`src/rtl/spi_ram_master_if.sv`:
```
// Host command/response bundle for spi_ram_master.
// The master side issues commands; the slave side executes them.
interface spi_ram_master_if #(
  parameter int ADDR_SIZE = 8
);
  logic                 cmd_valid;
  logic                 cmd_ready;
  logic [1:0]           cmd_op;
  logic [ADDR_SIZE-1:0] cmd_data;
  logic                 rsp_valid;
  logic [ADDR_SIZE-1:0] rsp_data;

  modport master (
    output cmd_valid, cmd_op, cmd_data,
    input  cmd_ready, rsp_valid, rsp_data
  );

  modport slave (
    input  cmd_valid, cmd_op, cmd_data,
    output cmd_ready, rsp_valid, rsp_data
  );
endinterface

```
`src/rtl/spi_ram_master.sv`:
```
// SPI master for the slave+RAM subsystem.
// One bit per clk; frames {op, payload}, read data on MISO.
module spi_ram_master #(
  parameter int MEM_DEPTH = 256,
  parameter int RD_GAP    = 2
) (
  input  logic            clk,
  input  logic            rst_n,
  spi_ram_master_if.slave bus,
  output logic            busy,
  output logic            SS_n,
  output logic            MOSI,
  input  logic            MISO
);
  localparam int ADDR_SIZE = $clog2(MEM_DEPTH);
  localparam int FRAME_W   = ADDR_SIZE + 2;
  localparam int CNT_W     = $clog2(FRAME_W + 1);

  typedef enum logic [2:0] {
    IDLE, SEL, SHIFT, GAP, RECV, DONE
  } state_t;

  state_t               state_q, state_d;
  logic [CNT_W-1:0]     cnt_q, cnt_d;
  logic [FRAME_W-1:0]   sh_q, sh_d;
  logic [ADDR_SIZE-1:0] rx_q, rx_d;
  logic                 rd_q, rd_d;
  logic                 ss_n_q, ss_n_d;
  logic                 mosi_q, mosi_d;
  logic                 ready_q, ready_d;
  logic                 busy_q, busy_d;
  logic                 rv_q, rv_d;
  logic [ADDR_SIZE-1:0] rdata_q, rdata_d;
  logic [ADDR_SIZE-1:0] pay;

  // Next state plus registered-output values derived from it.
  always_comb begin
    state_d = state_q;
    cnt_d   = cnt_q;
    sh_d    = sh_q;
    rx_d    = rx_q;
    rd_d    = rd_q;
    rv_d    = 1'b0;
    rdata_d = rdata_q;
    pay     = (bus.cmd_op == 2'b11) ?
              {ADDR_SIZE{1'b0}} : bus.cmd_data;
    unique case (state_q)
      IDLE: begin
        if (bus.cmd_valid && ready_q) begin
          sh_d    = {bus.cmd_op, pay};
          rd_d    = (bus.cmd_op == 2'b11);
          state_d = SEL;
          cnt_d   = CNT_W'(1);
        end
      end
      SEL: begin
        if (cnt_q == CNT_W'(2)) begin
          state_d = SHIFT;
          cnt_d   = CNT_W'(1);
        end else begin
          cnt_d = cnt_q + CNT_W'(1);
        end
      end
      SHIFT: begin
        if (cnt_q == CNT_W'(FRAME_W)) begin
          state_d = rd_q ? GAP : DONE;
          cnt_d   = CNT_W'(1);
        end else begin
          cnt_d = cnt_q + CNT_W'(1);
          sh_d  = {sh_q[FRAME_W-2:0], 1'b0};
        end
      end
      GAP: begin
        if (cnt_q == CNT_W'(RD_GAP)) begin
          state_d = RECV;
          cnt_d   = CNT_W'(1);
        end else begin
          cnt_d = cnt_q + CNT_W'(1);
        end
      end
      RECV: begin
        rx_d = {rx_q[ADDR_SIZE-2:0], MISO};
        if (cnt_q == CNT_W'(ADDR_SIZE)) begin
          state_d = DONE;
          rv_d    = 1'b1;
          rdata_d = rx_d;
        end else begin
          cnt_d = cnt_q + CNT_W'(1);
        end
      end
      DONE: begin
        state_d = IDLE;
      end
      default: begin
        state_d = IDLE;
      end
    endcase
    ss_n_d  = (state_d == IDLE) ||
              (state_d == DONE);
    busy_d  = (state_d != IDLE);
    ready_d = (state_d == IDLE);
    mosi_d  = 1'b0;
    if ((state_d == SEL && cnt_d == CNT_W'(2)) ||
        state_d == SHIFT)
      mosi_d = sh_d[FRAME_W-1];
  end

  // State and output registers with synchronous reset.
  always_ff @(posedge clk) begin
    if (!rst_n) begin
      state_q <= IDLE;
      cnt_q   <= '0;
      sh_q    <= '0;
      rx_q    <= '0;
      rd_q    <= 1'b0;
      ss_n_q  <= 1'b1;
      mosi_q  <= 1'b0;
      ready_q <= 1'b0;
      busy_q  <= 1'b0;
      rv_q    <= 1'b0;
      rdata_q <= '0;
    end else begin
      state_q <= state_d;
      cnt_q   <= cnt_d;
      sh_q    <= sh_d;
      rx_q    <= rx_d;
      rd_q    <= rd_d;
      ss_n_q  <= ss_n_d;
      mosi_q  <= mosi_d;
      ready_q <= ready_d;
      busy_q  <= busy_d;
      rv_q    <= rv_d;
      rdata_q <= rdata_d;
    end
  end

  assign bus.cmd_ready = ready_q;
  assign bus.rsp_valid = rv_q;
  assign bus.rsp_data  = rdata_q;
  assign busy          = busy_q;
  assign SS_n          = ss_n_q;
  assign MOSI          = mosi_q;
endmodule
```
`src/flat_wrapper.sv`:
```
// flat-port wrapper written by rule: the top's interface ports become plain ports
module spi_ram_master_flat 
#(
  parameter int MEM_DEPTH = 256,
  parameter int RD_GAP    = 2
)
  (clk, rst_n, busy, SS_n, MOSI, MISO, bus_cmd_valid, bus_cmd_op, bus_cmd_data, bus_cmd_ready, bus_rsp_valid, bus_rsp_data);
  spi_ram_master_if bus_i ();
  input  logic clk;
  input  logic rst_n;
  output logic busy;
  output logic SS_n;
  output logic MOSI;
  input  logic MISO;
  input wire logic [$bits(bus_i.cmd_valid)-1:0] bus_cmd_valid;
  input wire logic [$bits(bus_i.cmd_op)-1:0] bus_cmd_op;
  input wire logic [$bits(bus_i.cmd_data)-1:0] bus_cmd_data;
  output wire logic [$bits(bus_i.cmd_ready)-1:0] bus_cmd_ready;
  output wire logic [$bits(bus_i.rsp_valid)-1:0] bus_rsp_valid;
  output wire logic [$bits(bus_i.rsp_data)-1:0] bus_rsp_data;
  assign bus_i.cmd_valid = bus_cmd_valid;
  assign bus_i.cmd_op = bus_cmd_op;
  assign bus_i.cmd_data = bus_cmd_data;
  assign bus_cmd_ready = bus_i.cmd_ready;
  assign bus_rsp_valid = bus_i.rsp_valid;
  assign bus_rsp_data = bus_i.rsp_data;
  spi_ram_master #(.MEM_DEPTH(MEM_DEPTH), .RD_GAP(RD_GAP)) u_core (.clk(clk), .rst_n(rst_n), .bus(bus_i), .busy(busy), .SS_n(SS_n), .MOSI(MOSI), .MISO(MISO));
endmodule
```
`config.mk`:
```
export PLATFORM = sky130hd
export DESIGN_NAME = spi_ram_master_flat
export DESIGN_NICKNAME = d
export VERILOG_FILES = /design/src/rtl/spi_ram_master_if.sv /design/src/rtl/spi_ram_master.sv /design/src/flat_wrapper.sv
export SDC_FILE = /design/constraint.sdc
export NUM_CORES = 1
export LEC_CHECK = 0
export ABC_AREA = 1
export BUFFER_PORTS_ARGS = -buffer_cell sky130_fd_sc_hd__buf_2
export CAP_MARGIN = 20
export CORE_MARGIN = 2
export CORE_UTILIZATION = 45
export CTS_CLUSTER_SIZE = 8
export DETAILED_ROUTE_END_ITERATION = 7
export HOLD_SLACK_MARGIN = 0.12
export PLACE_DENSITY = 0.75
export SYNTH_ARGS = -nofsm -noshare
export SYNTH_HDL_FRONTEND = slang
export SYNTH_SLANG_ARGS = --single-unit
```
`constraint.sdc`:
```
create_clock -name clk -period 2.66 [get_ports clk]
set_input_delay 0.399 -clock clk [delete_from_list [all_inputs] [get_ports clk]]
set_output_delay 0.399 -clock clk [all_outputs]
set_load 0.01 [all_outputs]
```
==> run summary, run 1 <==
n_diodes -> 0
Arr. time, crit path -> 2.03 ns
startpoint types -> flop
Hold/Removal Path Class -> primary input to flop
fmax -> 0.542 GHz
initial antenna violation count -> 0
1st-iter DRT viols -> 76
PwrDens -> 556 nW/um2
Routed Antenna Nets -> 0
most frequent CP cell -> nand2_1
crit path max fanout -> 12
clock sink total -> 38
Met2 Wirelength -> 1.66 mm
number of fill cells -> 371
H-tree levels -> 2
most frequent cells in the layout -> 83 x nand2_1, 38 x dfxtp_1, 34 x nor2_1
pre-CTS setup slack -> 0.842 ns
clock-pin transition on the worst setup and hold timing paths -> 0.07 ns
flops & latches, synth -> 38
Via Count -> 1589
die area -> 4410 um2
Clock Path Buffers -> 2
unrepaired setup endpoints after global routing -> no
share of layout cells above drive strength 1 -> 0.166
DP HPWL -> 2.68 mm
Buf+Inv Stages, Crit Path -> 3
CP delay by family, top -> simple AND/OR/NAND/NOR gates
PostCTS Resize Cnt -> 0
status -> finished clean
Peak VDD IR -> 458 uV
WP data required -> 2.84 ns
largest net degree at the start of global routing -> 20
CTS Hold Bufs -> 0
grt total ovfl -> 0
Final nets -> 299
WP depth -> 12
vias per cell -> 4.80
Post-Route Setup TNS -> 0 ns
synth-to-layout area growth -> 13.9%
gpl congestion -> 0.921
overall die height -> 66.4 um
number of remaining DRC errors -> 0
CTS Buf Count -> 5
Worst slew margin -> 0.581
Final Routed Wirelength -> 3.63 mm
sequential element share of the synthesized area -> 0.434
synthesized cell area -> 1750 um2
Die W -> 66.4 um
r2r startpoint -> u_core.cnt_q[0]
I/O pin count -> 27
Slew Limit Fails -> 0
CTS tree -> yes
skew final -> 0.00608 ns
Max-cap violations -> 0
worst-margin pin slew -> 0.622 ns
Area after DPL -> 1900 um2
first-pass GRT wire length -> 6.18 mm
final hold vios -> 0
Critical Path End -> u_core.MOSI
DR WL/cell -> 11.0 um
met3 WL post-DR -> 154 um
critical path endpoint category -> flop
crit path launch -> u_core.cnt_q[0]
Post-CTS Repair Setup Buffers -> 0
commonest non-fill, non-tap cell in the layout -> nand2_1
Initial Util -> 0.475
reg2reg setup slack -> 0.81 ns
Final setup viols -> 0
drt pass-1 iters -> 5
Avg Cell Area, Syn -> 6.90 um2
Worst R2R End -> u_core.MOSI
row count -> 22
CTS root buf -> clkbuf_8
total track usage -> 0.187
clock latency at the later pin of the worst-skew pair -> 0.29 ns
cell leakage power -> 0.938 nW
DRT met1 WL -> 1.75 mm
CP max stage delay -> 0.44 ns
Mapped Cells -> 254
input/output buffers -> 26
Yosys Warn Count -> 0
library cells used by synthesis -> 25
crit path kind -> flop to flop
crit share post-route -> 0.694
Post-Syn Nets -> 271
cells along the critical path -> inv_1 > ha_1 > nand3_2 > inv_2 > nor2_4 > nor2_4 > nand2_1 > nand3_1 > nand2_1 > inv_1 > nand2_1 > a21oi_1
setup ws final -> 0.814 ns
slowest CP cell -> dfxtp_1
crit path time final -> 1.85 ns
core area -> 3690 um2
worst r2r path cells -> 12
Top Metal Used -> met4
number of global-route vias before repair -> 1408
post-route design area -> 2000 um2
[sequential cells by signal, indices dropped and copies added, names as in the netlist]
signal / cells
u_core.rx_q: 7
u_core.SS_n: 1
u_core.MOSI: 1
u_core.sh_q: 10
u_core.state_q: 3
u_core.bus.cmd_ready: 1
u_core.busy: 1
u_core.bus.rsp_valid: 1
u_core.cnt_q: 4
u_core.rd_q: 1
u_core.bus.rsp_data: 8
[stage by stage]
stage                     hold slack, ns  cells  utilization  power, mW
after floorplan                    0.419    254            -      0.686
after global placement             0.434    323        0.515      0.717
after detailed placement           0.443    323        0.515      0.720
after CTS                          0.321    331        0.541       1.13
after global routing               0.362    331        0.541       1.17
final                              0.327    331        0.541       1.11
[report_power, final]
group | leakage, nW | switching (mW) | internal (mW)
logic | 0.583 | 0.0699 | 0.0399
registers | 0.308 | 0.0113 | 0.585
clock network | 0.0472 | 0.195 | 0.208
total | 0.938 | 0.276 | 0.833
[synthesized netlist by cell type]
library cell / instances / area (um2)
buf_2: 1 / 5.00
clkinv_1: 1 / 3.75
dfxtp_1: 38 / 761
a31oi_1: 8 / 50.1
nor2_1: 34 / 128
nand3_2: 1 / 10.0
a21oi_1: 8 / 40.0
ha_1: 3 / 37.5
and2_1: 1 / 6.26
clkbuf_1: 1 / 3.75
nand4_1: 3 / 18.8
buf_6: 2 / 22.5
nand2_1: 83 / 312
nand2_2: 1 / 6.26
o21ai_0: 14 / 70.1
nand3_1: 19 / 95.1
clkbuf_8: 1 / 13.8
inv_2: 4 / 15.0
inv_1: 21 / 78.8
or2_2: 1 / 6.26
buf_1: 1 / 3.75
nor2_4: 3 / 33.8
nor3_1: 2 / 10.0
nor2_2: 2 / 12.5
a311oi_1: 1 / 8.76
[layout make-up]
cell class	instances	area, um2	share of cell area
Timing Repair Buffer	27	138	0.0690
Clock buffer	6	82.6	0.0414
Tap cell	48	60.1	0.0301
Multi-Input combinational cell	184	845	0.423
Sequential cell	38	761	0.381
Clock inverter	2	12.5	0.00627
Inverter	26	97.6	0.0489
[metal layers]
metal,vias to the layer above,GRT usage
li1,865,-
met1,686,0.232
met2,32,0.296
met3,6,0.0511
met4,0,0.0944
met5,-,0
[worst min-delay path by stage]
stage	start	to	slack (ns)	cells after the start
floorplan	u_core.rx_q[1]	u_core.bus.rsp_data[2]	0.42	2
global placement	u_core.rx_q[1]	u_core.bus.rsp_data[2]	0.43	2
detailed placement	u_core.rx_q[1]	u_core.bus.rsp_data[2]	0.44	2
CTS	MISO	u_core.bus.rsp_data[0]	0.32	3
global route	MISO	u_core.bus.rsp_data[0]	0.36	3
finish	MISO	u_core.bus.rsp_data[0]	0.33	3
[kinds of logic (layout without fill, tap and decap cells)]
group / count (synthesis) / count (layout) / share of synthesized area
compound gates: 31 / 31 / 0.0964
buf+inv: 32 / 61 / 0.0836
fa+ha+maj: 3 / 3 / 0.0214
simple gates: 150 / 150 / 0.364
flops: 38 / 38 / 0.434
[worst min-delay path: stages]
cell and delay, ns:
buf_2 0.09, nand2_1 0.05, nand2_1 0.05
Power figures use the tool's default switching activity.
==> inputs of run 2 (changes only) <==
Settings changed: ABC_AREA 1 to 0, PLACE_DENSITY 0.75 to 0.74.
Clock period 2.66 ns to 1.7 ns, I/O delays scaled along.
==> run 2 against run 1 <==
  * The flow now finishes with violations (setup timing)
  * Via count is 6.9% higher
  * Global-route usage is 0.68 points higher
  * Critical path depth is 4 lower
  * Largest power group is now the clock network
  * Highest routed layer unchanged
==> run summary, run 2 <==
H-tree levels -> 2 (unchanged)
core area -> 4000 um2 (+8.4%)
number of global-route vias before repair -> 1449 (+2.9%)
DR WL/cell -> 13.8 um (+26%)
largest area contributor in the netlist -> dfxtp_1
Final setup viols -> 1 (+1)
Mapped Cells -> 211 (-17%)
status -> finished with violations
r2r startpoint -> u_core.cnt_q[1]
overall die height -> 68.3 um (+2.9%)
gpl congestion -> 0.895 (-2.8%)
slowest CP cell -> dfxtp_4
Worst R2R End -> u_core.MOSI
Synth top area share -> 0.408 (-0.0260)
Async SR Flop Fraction -> 0 (unchanged)
Post-Syn Nets -> 228 (-16%)
Final Routed Wirelength -> 4.24 mm (+17%)
synth-to-layout area growth -> 25.8%
Yosys Warn Count -> 0 (unchanged)
Area after DPL -> 2140 um2 (+13%)
final hold vios -> 0 (unchanged)
total track usage -> 0.194 (+0.00682)
I/O pin count -> 27 (unchanged)
Critical Path End -> u_core.MOSI
CTS Buf Count -> 5 (unchanged)
largest net degree at the start of global routing -> 19 (-5.0%)
crit path launch -> u_core.cnt_q[1]
CTS Hold Bufs -> 0 (unchanged)
Synth Flop Type -> dfxtp_1
post-route design area -> 2340 um2 (+17%)
share of layout cells above drive strength 1 -> 0.357 (+0.191)
Peak VDD IR -> 864 uV (+89%)
Avg Cell Area, Syn -> 8.83 um2 (+28%)
clock-pin transition on the worst setup and hold timing paths -> 0.07 ns (about the same)
Post-synth EDFFs -> 0 (unchanged)
crit path kind -> flop to flop
CTS tree -> yes
commonest non-fill, non-tap cell in the layout -> nand2_1
Clock Path Buffers -> 2 (unchanged)
clock sink total -> 38 (unchanged)
Routed Antenna Nets -> 0 (unchanged)
first-pass GRT wire length -> 6.76 mm (+9.5%)
CP max stage delay -> 0.38 ns (-0.06 ns)
startpoint types -> flop
Hold/Removal Path Class -> primary input to flop
initial antenna violation count -> 0 (unchanged)
input/output buffers -> 26 (unchanged)
reg2reg setup slack -> -0.03 ns (-0.85 ns)
synth cell count leaders -> 43 x nand2_1, 38 x dfxtp_1, 24 x a21oi_1, 22 x nor2_1, 7 x a222oi_1
Max-cap violations -> 0 (unchanged)
most frequent cells in the layout -> 43 x nand2_1, 32 x dfxtp_1, 26 x buf_2
flops & latches, synth -> 38 (unchanged)
die area -> 4670 um2 (+6.0%)
CTS root buf -> clkbuf_8
Largest register FFs -> 10 (unchanged)
clock latency at the later pin of the worst-skew pair -> 0.29 ns (about the same)
vias per cell -> 5.51 (+15%)
Worst slew margin -> 0.793 (+0.212)
PwrDens -> 907 nW/um2 (+63%)
DP HPWL -> 2.97 mm (+11%)
Initial Util -> 0.466 (-0.00915)
grt total ovfl -> 0 (unchanged)
Final nets -> 274 (-8.4%)
Via Count -> 1698 (+6.9%)
Arr. time, crit path -> 1.96 ns (-0.07 ns)
Die W -> 68.3 um (+2.9%)
WP depth -> 8 (-4)
CP delay by family, top -> compound AO/OA/AOI/OAI gates
cell with the most instances after synthesis -> nand2_1
synthesized cell area -> 1860 um2 (+6.4%)
crit path max fanout -> 4 (-8)
row count -> 23 (+4.5%)
fmax -> 0.576 GHz (+6.4%)
n_diodes -> 0 (unchanged)
library cells used by synthesis -> 51 (+100%)
Slew Limit Fails -> 0 (unchanged)
WP data required -> 1.92 ns (-0.92 ns)
1st-iter DRT viols -> 126 (+66%)
Min Hold Slack -> 0.203 ns (-0.124 ns)
cells along the critical path -> inv_2 > ha_2 > and3b_4 > o21ai_2 > o31ai_2 > a221oi_2 > nand4_1 > a21oi_1
worst r2r path cells -> 8 (-4)
drt pass-1 iters -> 4 (-1)
largest cells by area after synthesis -> dfxtp_1 41%, nand2_1 8.7%, a21oi_1 6.4%
setup ws final -> -0.0347 ns (-0.849 ns)
crit path time final -> 1.73 ns (-0.111 ns)
skew final -> 0.00751 ns (+0.00144 ns)
largest register by flop count -> u_core.sh_q
number of remaining DRC errors -> 0 (unchanged)
cell leakage power -> 0.911 nW (-3.0%)
worst-margin pin slew -> 0.308 ns (-0.314 ns)
critical path endpoint category -> flop
failing checks -> setup timing
crit share post-route -> 1.02 (+0.327)
sequential element share of the synthesized area -> 0.408 (-0.0260)
unrepaired setup endpoints after global routing -> yes
Tot Pwr -> 2.13 mW (+92%)
Buf+Inv Stages, Crit Path -> 1 (-2)
[run 2: metrics by stage]
stage / setup TNS (ns) / worst slack [ns] / cells / util
floorplan: 0 / 0.0230 / 211 / -
CTS: 0 / 0.00475 / 308 / 0.581
global placement: -0.0398 / -0.0398 / 299 / 0.536
finish: -0.0347 / -0.0347 / 308 / 0.586
global route: -0.148 / -0.118 / 308 / 0.586
detailed placement: -0.0960 / -0.0482 / 299 / 0.536
[run 2: what timing repair did]
action	in CTS	in global routing
setup buffers	1	0
endpoints found under the setup margin	5	8
resized for setup	9	8
pin swaps	4	5
[run 2: metal layers]
layer  global-route usage  vias up  share of wire
met2                0.308       60           0.48
met5                    0        -              0
met4               0.0675        0          0.021
met3               0.0559       14          0.061
met1                0.250      778           0.44
li1                     -      846              -
[run 2: final cells by class]
cell class                 count  area (um2)
tap                           50        62.6
multi-input combinational    157        1040
clock buffer                   6        82.6
inverter                       5        18.8
fill                         358        1660
timing repair buffer          50         310
sequential                    38         771
clock inverter                 2        60.1
[run 2: tightest hold or removal path: stages]
cell      delay (ns)
buf_2           0.08
a222oi_1        0.05
nor2_1          0.08
[run 2: worst min path at each step]
stage | depth (start not counted) | endpoint | startpoint | slack (ns)
final | 3 | u_core.sh_q[4] | bus_cmd_data[4] | 0.20
after global routing | 3 | u_core.sh_q[4] | bus_cmd_data[4] | 0.22
after CTS | 3 | u_core.sh_q[0] | bus_cmd_data[0] | 0.20
after detailed placement | 2 | u_core.bus.rsp_data[5] | u_core.bus.rsp_data[5] | 0.44
after global placement | 2 | u_core.bus.rsp_data[1] | u_core.bus.rsp_data[1] | 0.44
after floorplan | 2 | u_core.rd_q | rst_n | 0.39
[run 2: kinds of logic (layout without fill, tap and decap cells)]
logic type | after synthesis | in the layout | synth area share
xor gates and xnor gates | 2 | 2 | 0.0134
muxes | 2 | 2 | 0.0107
adders and majority gates | 3 | 3 | 0.0201
and+or+nand+nor | 94 | 94 | 0.260
buffers and inverters | 16 | 63 | 0.0557
DFF | 38 | 38 | 0.408
AOI/OAI and AO/OA | 56 | 56 | 0.232
[run 2: where the power goes]
group	internal [mW]	switching [mW]
sequential	0.914	0.0169
clock	0.626	0.317
combinational	0.115	0.137
